==> config.mk <==
export PLATFORM = sky130hd
export DESIGN_NAME = rq_coeff_arb_flat
export DESIGN_NICKNAME = d
export VERILOG_FILES = /design/src/rtl/rq_pkg.sv /design/src/rtl/rq_coeff_arb_if.sv /design/src/rtl/rq_coeff_arb_rr_pick.sv /design/src/rtl/rq_coeff_arb.sv /design/src/flat_wrapper.sv
export SDC_FILE = /design/constraint.sdc
export NUM_CORES = 1
export LEC_CHECK = 0
export BUFFER_PORTS_ARGS = -buffer_cell sky130_fd_sc_hd__buf_4
export CORE_MARGIN = 3
export CORE_UTILIZATION = 40
export CTS_BUF_LIST = sky130_fd_sc_hd__clkbuf_16
export DETAILED_ROUTE_END_ITERATION = 10
export GPL_ROUTABILITY_DRIVEN = 1
export PLACE_DENSITY = 0.76
export SETUP_SLACK_MARGIN = 0.05
export SYNTH_ARGS = -nofsm -noshare
export SYNTH_HDL_FRONTEND = slang
export SYNTH_SLANG_ARGS = --single-unit
==> constraint.sdc <==
create_clock -name clk -period 5.8 [get_ports clk]
set_clock_uncertainty 0.2 [all_clocks]
set_input_delay 0.29 -clock clk [delete_from_list [all_inputs] [get_ports clk]]
set_output_delay 0.29 -clock clk [all_outputs]
set_load 0.005 [all_outputs]
==> src/rtl/rq_pkg.sv <==
// Shared constants and types for the Rq coefficient datapath.
package rq_pkg;

  localparam int unsigned COEF_W_DEF = 13;
  localparam int unsigned Q          = 8192;

  typedef enum logic [0:0] {
    IDLE   = 1'b0,
    LOCKED = 1'b1
  } arb_state_t;

endpackage

==> src/rtl/rq_coeff_arb_if.sv <==
// Multi-channel coefficient input bundle plus the merged output stream.
interface rq_coeff_arb_if
  import rq_pkg::*;
#(
  parameter int unsigned NUM_CH = 4,
  parameter int unsigned COEF_W = COEF_W_DEF
);
  localparam int unsigned CH_W = $clog2(NUM_CH);

  logic [NUM_CH-1:0]        in_valid;
  logic [NUM_CH*COEF_W-1:0] in_data;
  logic [NUM_CH-1:0]        in_last;
  logic [NUM_CH-1:0]        in_ready;

  logic                     out_valid;
  logic [COEF_W-1:0]        out_data;
  logic                     out_last;
  logic [CH_W-1:0]          out_ch;
  logic                     out_ready;

  // Upstream sources and downstream sink
  modport master (
    output in_valid, in_data, in_last, out_ready,
    input  in_ready, out_valid, out_data, out_last, out_ch
  );

  // Arbiter side
  modport slave (
    input  in_valid, in_data, in_last, out_ready,
    output in_ready, out_valid, out_data, out_last, out_ch
  );

endinterface

==> src/rtl/rq_coeff_arb_rr_pick.sv <==
// Combinational round-robin picker: first set request at or above ptr, wrapping.
module rr_pick #(
  parameter  int unsigned NUM_CH = 4,
  localparam int unsigned CH_W   = $clog2(NUM_CH)
) (
  input  logic [NUM_CH-1:0] req,
  input  logic [CH_W-1:0]   ptr,
  output logic [CH_W-1:0]   gnt_idx_c,
  output logic              gnt_vld_c
);

  // Rotating priority search starting at ptr
  always_comb begin
    int unsigned idx;
    idx       = 0;
    gnt_idx_c = '0;
    gnt_vld_c = 1'b0;
    for (int unsigned i = 0; i < NUM_CH; i++) begin
      idx = 32'(ptr) + i;
      if (idx >= NUM_CH) idx = idx - NUM_CH;
      if (!gnt_vld_c && req[idx]) begin
        gnt_vld_c = 1'b1;
        gnt_idx_c = CH_W'(idx);
      end
    end
  end

endmodule

==> src/rtl/rq_coeff_arb.sv <==
// N-channel coefficient merger with packet locking and a registered output stage.
module rq_coeff_arb
  import rq_pkg::*;
#(
  parameter  int unsigned NUM_CH = 4,
  parameter  int unsigned COEF_W = COEF_W_DEF,
  localparam int unsigned CH_W   = $clog2(NUM_CH)
) (
  input  logic              clk,
  input  logic              rst_n,
  rq_coeff_arb_if.slave     bus,
  input  logic              mode,
  input  logic [CH_W-1:0]   sel,
  output logic              busy
);

  arb_state_t        state_q, state_d;
  logic [CH_W-1:0]   lock_ch_q, lock_ch_d;
  logic              lock_rr_q, lock_rr_d;
  logic [CH_W-1:0]   rr_ptr_q, rr_ptr_d;
  logic              out_valid_q, out_valid_d;
  logic [COEF_W-1:0] out_data_q, out_data_d;
  logic              out_last_q, out_last_d;
  logic [CH_W-1:0]   out_ch_q, out_ch_d;
  logic              busy_q, busy_d;

  logic              load_c;
  logic              grant_ok_c;
  logic              rr_mode_c;
  logic              xfer_c;
  logic              last_c;
  logic [CH_W-1:0]   g_c;
  logic [NUM_CH-1:0] in_ready_c;
  logic [CH_W-1:0]   pick_idx_c;
  logic              pick_vld_c;

  rr_pick #(.NUM_CH(NUM_CH)) u_rr_pick (
    .req       (bus.in_valid),
    .ptr       (rr_ptr_q),
    .gnt_idx_c (pick_idx_c),
    .gnt_vld_c (pick_vld_c)
  );

  // Grant selection and per-channel ready; no acceptance while reset is held
  always_comb begin
    load_c     = !out_valid_q || bus.out_ready;
    g_c        = lock_ch_q;
    grant_ok_c = 1'b1;
    rr_mode_c  = lock_rr_q;
    if (state_q == IDLE) begin
      rr_mode_c = mode;
      if (mode) begin
        g_c        = pick_idx_c;
        grant_ok_c = pick_vld_c;
      end else begin
        g_c        = sel;
        grant_ok_c = (32'(sel) < NUM_CH);
      end
    end
    in_ready_c = '0;
    if (rst_n && load_c && grant_ok_c) in_ready_c = NUM_CH'(1) << g_c;
    xfer_c = in_ready_c[g_c] && bus.in_valid[g_c];
    last_c = bus.in_last[g_c];
  end

  // Next state for the lock FSM, round-robin pointer and output register
  always_comb begin
    state_d     = state_q;
    lock_ch_d   = lock_ch_q;
    lock_rr_d   = lock_rr_q;
    rr_ptr_d    = rr_ptr_q;
    out_valid_d = out_valid_q;
    out_data_d  = out_data_q;
    out_last_d  = out_last_q;
    out_ch_d    = out_ch_q;

    if (load_c) out_valid_d = xfer_c;

    if (xfer_c) begin
      out_data_d = bus.in_data[32'(g_c)*COEF_W +: COEF_W];
      out_last_d = last_c;
      out_ch_d   = g_c;
      if (last_c && rr_mode_c)
        rr_ptr_d = (g_c == CH_W'(NUM_CH-1)) ? '0 : g_c + CH_W'(1);
      unique case (state_q)
        IDLE: begin
          if (!last_c) begin
            state_d   = LOCKED;
            lock_ch_d = g_c;
            lock_rr_d = mode;
          end
        end
        LOCKED: begin
          if (last_c) state_d = IDLE;
        end
        default: state_d = IDLE;
      endcase
    end

    busy_d = (state_d == LOCKED);
  end

  // State and output registers
  always_ff @(posedge clk or negedge rst_n) begin
    if (!rst_n) begin
      state_q     <= IDLE;
      lock_ch_q   <= '0;
      lock_rr_q   <= 1'b0;
      rr_ptr_q    <= '0;
      out_valid_q <= 1'b0;
      out_data_q  <= '0;
      out_last_q  <= 1'b0;
      out_ch_q    <= '0;
      busy_q      <= 1'b0;
    end else begin
      state_q     <= state_d;
      lock_ch_q   <= lock_ch_d;
      lock_rr_q   <= lock_rr_d;
      rr_ptr_q    <= rr_ptr_d;
      out_valid_q <= out_valid_d;
      out_data_q  <= out_data_d;
      out_last_q  <= out_last_d;
      out_ch_q    <= out_ch_d;
      busy_q      <= busy_d;
    end
  end

  assign bus.in_ready  = in_ready_c;
  assign bus.out_valid = out_valid_q;
  assign bus.out_data  = out_data_q;
  assign bus.out_last  = out_last_q;
  assign bus.out_ch    = out_ch_q;
  assign busy          = busy_q;

endmodule

==> src/flat_wrapper.sv <==
// flat-port wrapper written by rule: the top's interface ports become plain ports
module rq_coeff_arb_flat import rq_pkg::*;
#(
  parameter  int unsigned NUM_CH = 4,
  parameter  int unsigned COEF_W = COEF_W_DEF,
  localparam int unsigned CH_W   = $clog2(NUM_CH)
)
  (clk, rst_n, mode, sel, busy, bus_in_valid, bus_in_data, bus_in_last, bus_out_ready, bus_in_ready, bus_out_valid, bus_out_data, bus_out_last, bus_out_ch);
  rq_coeff_arb_if #(.NUM_CH(NUM_CH), .COEF_W(COEF_W)) bus_i ();
  input  logic clk;
  input  logic rst_n;
  input  logic mode;
  input  logic [CH_W-1:0] sel;
  output logic busy;
  input wire logic [$bits(bus_i.in_valid)-1:0] bus_in_valid;
  input wire logic [$bits(bus_i.in_data)-1:0] bus_in_data;
  input wire logic [$bits(bus_i.in_last)-1:0] bus_in_last;
  input wire logic [$bits(bus_i.out_ready)-1:0] bus_out_ready;
  output wire logic [$bits(bus_i.in_ready)-1:0] bus_in_ready;
  output wire logic [$bits(bus_i.out_valid)-1:0] bus_out_valid;
  output wire logic [$bits(bus_i.out_data)-1:0] bus_out_data;
  output wire logic [$bits(bus_i.out_last)-1:0] bus_out_last;
  output wire logic [$bits(bus_i.out_ch)-1:0] bus_out_ch;
  assign bus_i.in_valid = bus_in_valid;
  assign bus_i.in_data = bus_in_data;
  assign bus_i.in_last = bus_in_last;
  assign bus_i.out_ready = bus_out_ready;
  assign bus_in_ready = bus_i.in_ready;
  assign bus_out_valid = bus_i.out_valid;
  assign bus_out_data = bus_i.out_data;
  assign bus_out_last = bus_i.out_last;
  assign bus_out_ch = bus_i.out_ch;
  rq_coeff_arb #(.NUM_CH(NUM_CH), .COEF_W(COEF_W)) u_core (.clk(clk), .rst_n(rst_n), .bus(bus_i), .mode(mode), .sel(sel), .busy(busy));
endmodule
Word level (Yosys, flattened, before mapping) --
Cells that the tools add are included.
Storage, ports and cells: flip-flop bits (word level) 23, input bits 66, output and inout bits 22, logic and storage cells 79
Operators by class: add/subtract/negate cells 8, multiply operators 1, magnitude comparators 9, equality and inequality tests 1, shift operators 2, multiplexer cells 34, bitwise gates (word level) 2, reductions and logical operators 14
Operator list (number):
- < comparator 32 x 3 -> 1 bit, second input constant | 4
- two-way mux 32 bit | 4
- variable part select 52 x 7 -> 13 bit | 1
- two-way mux 1 bit | 15
- binary-select mux 1 bit (select 2 bit) | 7
- two-way mux 2 bit | 7
- subtractor 3 x 3 -> 4 bit, second input constant | 3
- greater-or-equal comparator 3 bit, second input constant | 3
- logical AND 1 bit | 7
- adder 2 x 2 -> 3 bit, second input constant | 2
- multiplier 2 x 4 -> 6 bit, second input constant | 1
- logical NOT 1 bit | 4
- two-way mux 4 bit | 1
- left shift 1 x 2 -> 4 bit, first input constant | 1
- subtractor 2 x 3 -> 4 bit, second input constant | 1
- adder 2 x 1 -> 3 bit, second input constant | 1
- greater-or-equal comparator 2 x 3 -> 1 bit, second input constant | 1
- < comparator 2 x 3 -> 1 bit, second input constant | 1
- AND reduction 3 bit | 1
- adder 2 x 1 -> 2 bit, second input constant | 1
- equality test 2 bit, second input constant | 1
- NOT 1 bit | 2
- AND reduction 2 bit | 1
- logical OR 1 bit | 1

Logic depth before layout (Yosys ltp) --
depth after elaboration 22, gate-level depth with buffers 13, depth with buffers taken out 9

By module --
Synthesis repeated with hierarchy kept, for this count alone.
Second synthesis, totals: cell total of the unflattened synthesis 119, area total of the unflattened synthesis 1555.2 um2
By module, submodules not included:
- rq_coeff_arb | instances 1, cells each 104, area each 1477.7 um2, sequential area each 575.6 um2
- rr_pick | instances 1, cells each 15, area each 77.6 um2, sequential area each 0.0 um2

Least setup slack after synthesis --
Ideal clock, no wire load.
path kind register to register, start register u_core.rr_ptr_q[1], end register u_core.lock_ch_q[0], setup time 128 ps, arrival 2839 ps, required time 5472 ps, slack 2633 ps, stages on the path, launching flop included 13, buffers on the path 3, clock period less this slack 3167 ps, cells stage by stage dfrtp_1 buf_2 inv_1 a221oi_2 a31oi_4 buf_2 clkbuf_1 inv_1 ha_1 nand3b_1 a221oi_2 nor3b_2 mux2_1
On the way: longest elaborated chain between the ends 22, elaborated cells on any way between the ends 53, classes of those cells add/sub (7); order compare (4); shift (1); mux (31); bitwise (1); reduce/logical (9)
RTL lines:
- start: declaration | line rq_coeff_arb.sv:20 | logic [CH_W-1:0] rr_ptr_q, rr_ptr_d;
- start signal: assignment | line rq_coeff_arb.sv:119 | rr_ptr_q <= rr_ptr_d;
- branches (longest 22 deep; another with subtractor 3 x 3 -> 4 bit)
- end signal: assignment | line rq_coeff_arb.sv:117 | lock_ch_q <= lock_ch_d;
- end: declaration | line rq_coeff_arb.sv:18 | logic [CH_W-1:0] lock_ch_q, lock_ch_d;
Parallel ways; which one is timed is not known. The select of a mux whose other input is x is not followed. A chain may end at the register's enable or synchronous reset.

Worst setup path after layout --
start register u_core.rr_ptr_q[1], end register u_core.lock_rr_q
On the way: longest elaborated chain between the ends 22, elaborated cells on any way between the ends 53, classes of those cells add/sub (7); order compare (4); shift (1); mux (31); bitwise (1); reduce/logical (9)
RTL lines:
- branches (longest 21 deep; another with subtractor 3 x 3 -> 4 bit)
- AND reduction 3 bit (no line) (*)
- end signal: assignment | line rq_coeff_arb.sv:118 | lock_rr_q <= lock_rr_d;
- end: declaration | line rq_coeff_arb.sv:19 | logic lock_rr_q, lock_rr_d;
Every way passes the cells marked *. The select of a mux whose other input is x is not followed.

==> summary by stage <==
Route
In this run the remaining antenna-violating nets after routing total 0. For this run, design rule violations remaining after detail routing come to 0. The total wirelength of the detailed-routed design is 4590 µm. The total routed wire length on the met1 layer is 1950 µm. The pre-antenna-repair detailed-routing pass consisted of 4 iterations.

The total vias in the final route is 1,672. The wire length on met2 is 2340 µm. The highest metal layer used by the detailed router is met4. The via density per instance is 5.38. The routed wire length on met3 is 267 µm. The violation count after the first detailed-route iteration is 98. The routed wire length per instance is 14.7 µm.

Timing
At the pin with the least slew margin, the transition time is 0.842 ns. The routed design could run at a clock period as short as 3.69 ns. The final setup violation count is 0. The worst setup slack after layout is 2.11 ns.

The worst-case hold slack is 0.104 ns. In the final timing run, aggregate negative setup slack is 0 ns. The relative slew slack is 43.9%. Setup repair after global routing left no endpoint under its margin. The final cycle utilization of the critical path is 63.6%.

The number of max-slew violations in the final report was 0. The total count of hold-check failures in the final report is 0. The fmax is 271 MHz.

Logic synthesis
The most used flip-flop cell after synthesis is sky130_fd_sc_hd__dfrtp_1. Summing the areas of all and, or, nand and nor instances in the mapped netlist gives 17.1% of the synthesized area. The portion of netlist area occupied by mux cells is 22.5%.

By area the synthesized netlist is led by sky130_fd_sc_hd__dfrtp_1 33%, sky130_fd_sc_hd__mux2_2 10%, sky130_fd_sc_hd__mux2i_1 8.7%, sky130_fd_sc_hd__a211oi_1 6.1%, sky130_fd_sc_hd__a21oi_1 5.5%. In this run, synthesis inferred 0 flip-flops with an integrated enable. The async set-or-reset flop fraction in the synthesized netlist is 100%. After Yosys synthesis, full adders, half adders and majority gates account for 0.728% of the synthesized area. The mapped netlist covers 0.00172 mm².

Averaged over all synthesized cells, the footprint is 9.60 µm². In this run the biggest area consumer among cell types represents 33.5% of the synthesized area. The dominant combinational cell family by area after synthesis is multiplexers. After Yosys synthesis, XOR and XNOR cells account for 0% of the synthesized area. The share of the Yosys chip area taken by registers is 33.5%. The Yosys step of the flow raised 0 warnings. Synthesis produced a netlist whose cell count is 179.

The number of nets in the synthesized netlist is 246. In this run, distinct cell masters in the synthesized netlist total 40. Summing the areas of all compound-gate instances in the mapped netlist gives 21.3% of the synthesized area. The cell taking the most area after synthesis is sky130_fd_sc_hd__dfrtp_1. Counting flops and latches in the post-synthesis netlist gives 23.

Worst setup path
The critical path is of the reg2reg type. The data arrival time of the worst path is 3.62 ns. Along the worst path, the maximum fanout reaches 19. The worst path required time is 5.74 ns. The worst setup path is launched from a register. STA classifies the critical path endpoint as a register.

Power and ir drop
In this run the power density over the cells is 465 mW/mm². The peak ir drop on the vdd network is 0.255 mV. The design draws 1160 µW. The analysis attributes to cell leakage a power of 0.00118 µW.

Finish
The total number of nets in the final design is 329. The top cell types in the final layout, fill and taps aside, are 90 x sky130_fd_sc_hd__buf_4, 23 x sky130_fd_sc_hd__dfrtp_1, 19 x sky130_fd_sc_hd__a21oi_1. The repair_antennas step left the layout with diodes totalling 0. The post-route non-filler standard cell count is 311. Leaving out fill and tap cells, the most frequent cell in the layout is sky130_fd_sc_hd__buf_4.

The area growth from synthesis to layout is 44.9%. The ratio of cells with drive above 1 in the final layout is 45.6%.

Floorplanning
The floorplan step set the die width to 71.6 µm. The number of top-level pins is 88. The area of the placeable core is 0.00409 mm². The starting density of the core is 42.1%.

The area of the die is 0.00512 mm². The total number of placement rows is 23. In this run the vertical extent of the chip is 71.6 µm.

Placement
Input and output buffers added on the ports amount to 87. After legalization and detailed placement, the total HPWL measured 3670 µm. The setup slack after placement is 2.19 ns. The instance count after placement with tap cells included is 306.

The routability-driven placement congestion ratio is 0.933.

Clocking
The maximum root-to-sink buffer count is 2. TritonCTS built the clock tree. Post-CTS repair changed the size of 0 cells. The root buffer cell chosen for the clock tree is sky130_fd_sc_hd__clkbuf_16. The tree built by TritonCTS fans out to 23 sinks. For the worst-skew pair, the clock arrives at the later sink with an insertion delay of 0.25 ns.

The number of buffers added for setup after CTS is 0. The clock edge transition at the registers on the reported setup and hold paths is 0.06 ns. The CTS buffer count is 3. The count of hold buffers inserted by post-cts repair is 1.

The depth of the CTS H-tree is 1.

Global route
After global routing the overflow that remains totals 0. Across every metal layer, demand over resource in global routing totals 18.2%. The pin count of the biggest net entering global routing is 28. The wire length of the first global-routing pass is 7660 µm. The number of global-route vias before repair is 1,717. The number of antenna violations at the first check in global routing is 0.

Worst hold path
The type of the tightest min-delay check is in2reg.

Status
The run finished with clean final reports.

Flow run
Across the run, the number of max-cap violations was 0.
-- logic make-up after synthesis --
group                      Yosys count
muxes                               35
and+or+nand+nor                     51
AOI/OAI and AO/OA                   49
adders and majority gates            1
buffers and inverters               20
DFF                                 23
-- path summary, 6_finish.rpt --
| path | startpoint | endpoint | slack [ns] | cells after the start |
|---|---|---|---|---|
| worst max-delay path | u_core.rr_ptr_q[1]$_DFFE_PN0P_ | u_core.lock_rr_q$_DFFE_PN0P_ | 2.11 | 9 |
| worst min-delay path | mode | u_core.lock_rr_q$_DFFE_PN0P_ | 0.10 | 2 |
| worst max register to register | u_core.rr_ptr_q[1]$_DFFE_PN0P_ | u_core.lock_rr_q$_DFFE_PN0P_ | 2.11 | 9 |
| worst min register to register | u_core.lock_ch_q[0]$_DFFE_PN0P_ | u_core.lock_ch_q[0]$_DFFE_PN0P_ | 0.30 | 1 |
| max in group asynchronous | rst_n | u_core.bus.out_data[11]$_DFFE_PN0P_ | 4.88 | 2 |
| min in group asynchronous | rst_n | u_core.bus.out_data[4]$_DFFE_PN0P_ | 0.28 | 2 |
-- flip-flops by register name, indices dropped and copies added (netlist names) --
signal,count
u_core.lock_ch_q,2
u_core.bus.out_valid,1
u_core.lock_rr_q,1
u_core.bus.out_data,13
u_core.bus.out_ch,2
u_core.rr_ptr_q,2
u_core.bus.out_last,1
u_core.state_q,1
-- stage by stage --
step,util [%],instance area [µm²]
global route,61.0,2490
global placement,58.7,2400
CTS,61.0,2490
floorplan,-,1720
finish,61.0,2490
detailed placement,58.7,2400
-- worst max-delay path, cell delays in order (launching register included) --
cell	delay (ns)
sky130_fd_sc_hd__dfrtp_1	0.50
sky130_fd_sc_hd__inv_1	0.15
sky130_fd_sc_hd__a221oi_2	0.45
sky130_fd_sc_hd__a31oi_4	0.29
sky130_fd_sc_hd__inv_1	0.20
sky130_fd_sc_hd__ha_1	0.19
sky130_fd_sc_hd__nand3b_1	0.09
sky130_fd_sc_hd__a221oi_2	0.73
sky130_fd_sc_hd__nor3b_2	0.41
sky130_fd_sc_hd__mux2_1	0.36
-- final cells by class --
| cell class | instances | area [µm²] |
|---|---|---|
| clock buffers | 3 | 75.1 |
| clock inverters | 1 | 7.51 |
| fillers | 374 | 1600 |
| inverters | 7 | 26.3 |
| multi-input cells | 136 | 1060 |
| flip-flops and latches | 23 | 576 |
| well taps | 50 | 62.6 |
| repair buffers | 91 | 686 |
-- per-layer routing --
layer  vias up  GRT usage [%]
li1        823              -
met1       799           24.4
met2        48           30.7
met3         2           3.37
met4         0           3.76
met5         -              0
-- cell usage after synthesis (2+ instances only) --
master	count
sky130_fd_sc_hd__a211oi_1	14
sky130_fd_sc_hd__a21oi_1	19
sky130_fd_sc_hd__a221oi_2	2
sky130_fd_sc_hd__and2_1	2
sky130_fd_sc_hd__buf_2	7
sky130_fd_sc_hd__clkbuf_1	5
sky130_fd_sc_hd__dfrtp_1	23
sky130_fd_sc_hd__inv_1	7
sky130_fd_sc_hd__mux2_1	3
sky130_fd_sc_hd__mux2_2	16
sky130_fd_sc_hd__mux2i_1	15
sky130_fd_sc_hd__nand2_1	5
sky130_fd_sc_hd__nand2b_1	5
sky130_fd_sc_hd__nand3_1	3
sky130_fd_sc_hd__nand3b_1	3
sky130_fd_sc_hd__nor2_1	8
sky130_fd_sc_hd__nor2b_1	14
sky130_fd_sc_hd__nor3_1	4
sky130_fd_sc_hd__o21a_1	2
sky130_fd_sc_hd__o21ai_0	2
-- power by group --
part | total [µW] | switching, µW | internal, µW
Sequential | 315 | 71.2 | 244
Combinational | 691 | 329 | 362
Clock | 152 | 58.3 | 93.4
Total | 1160 | 458 | 699
No activity file was read; power rests on OpenSTA's default activity.
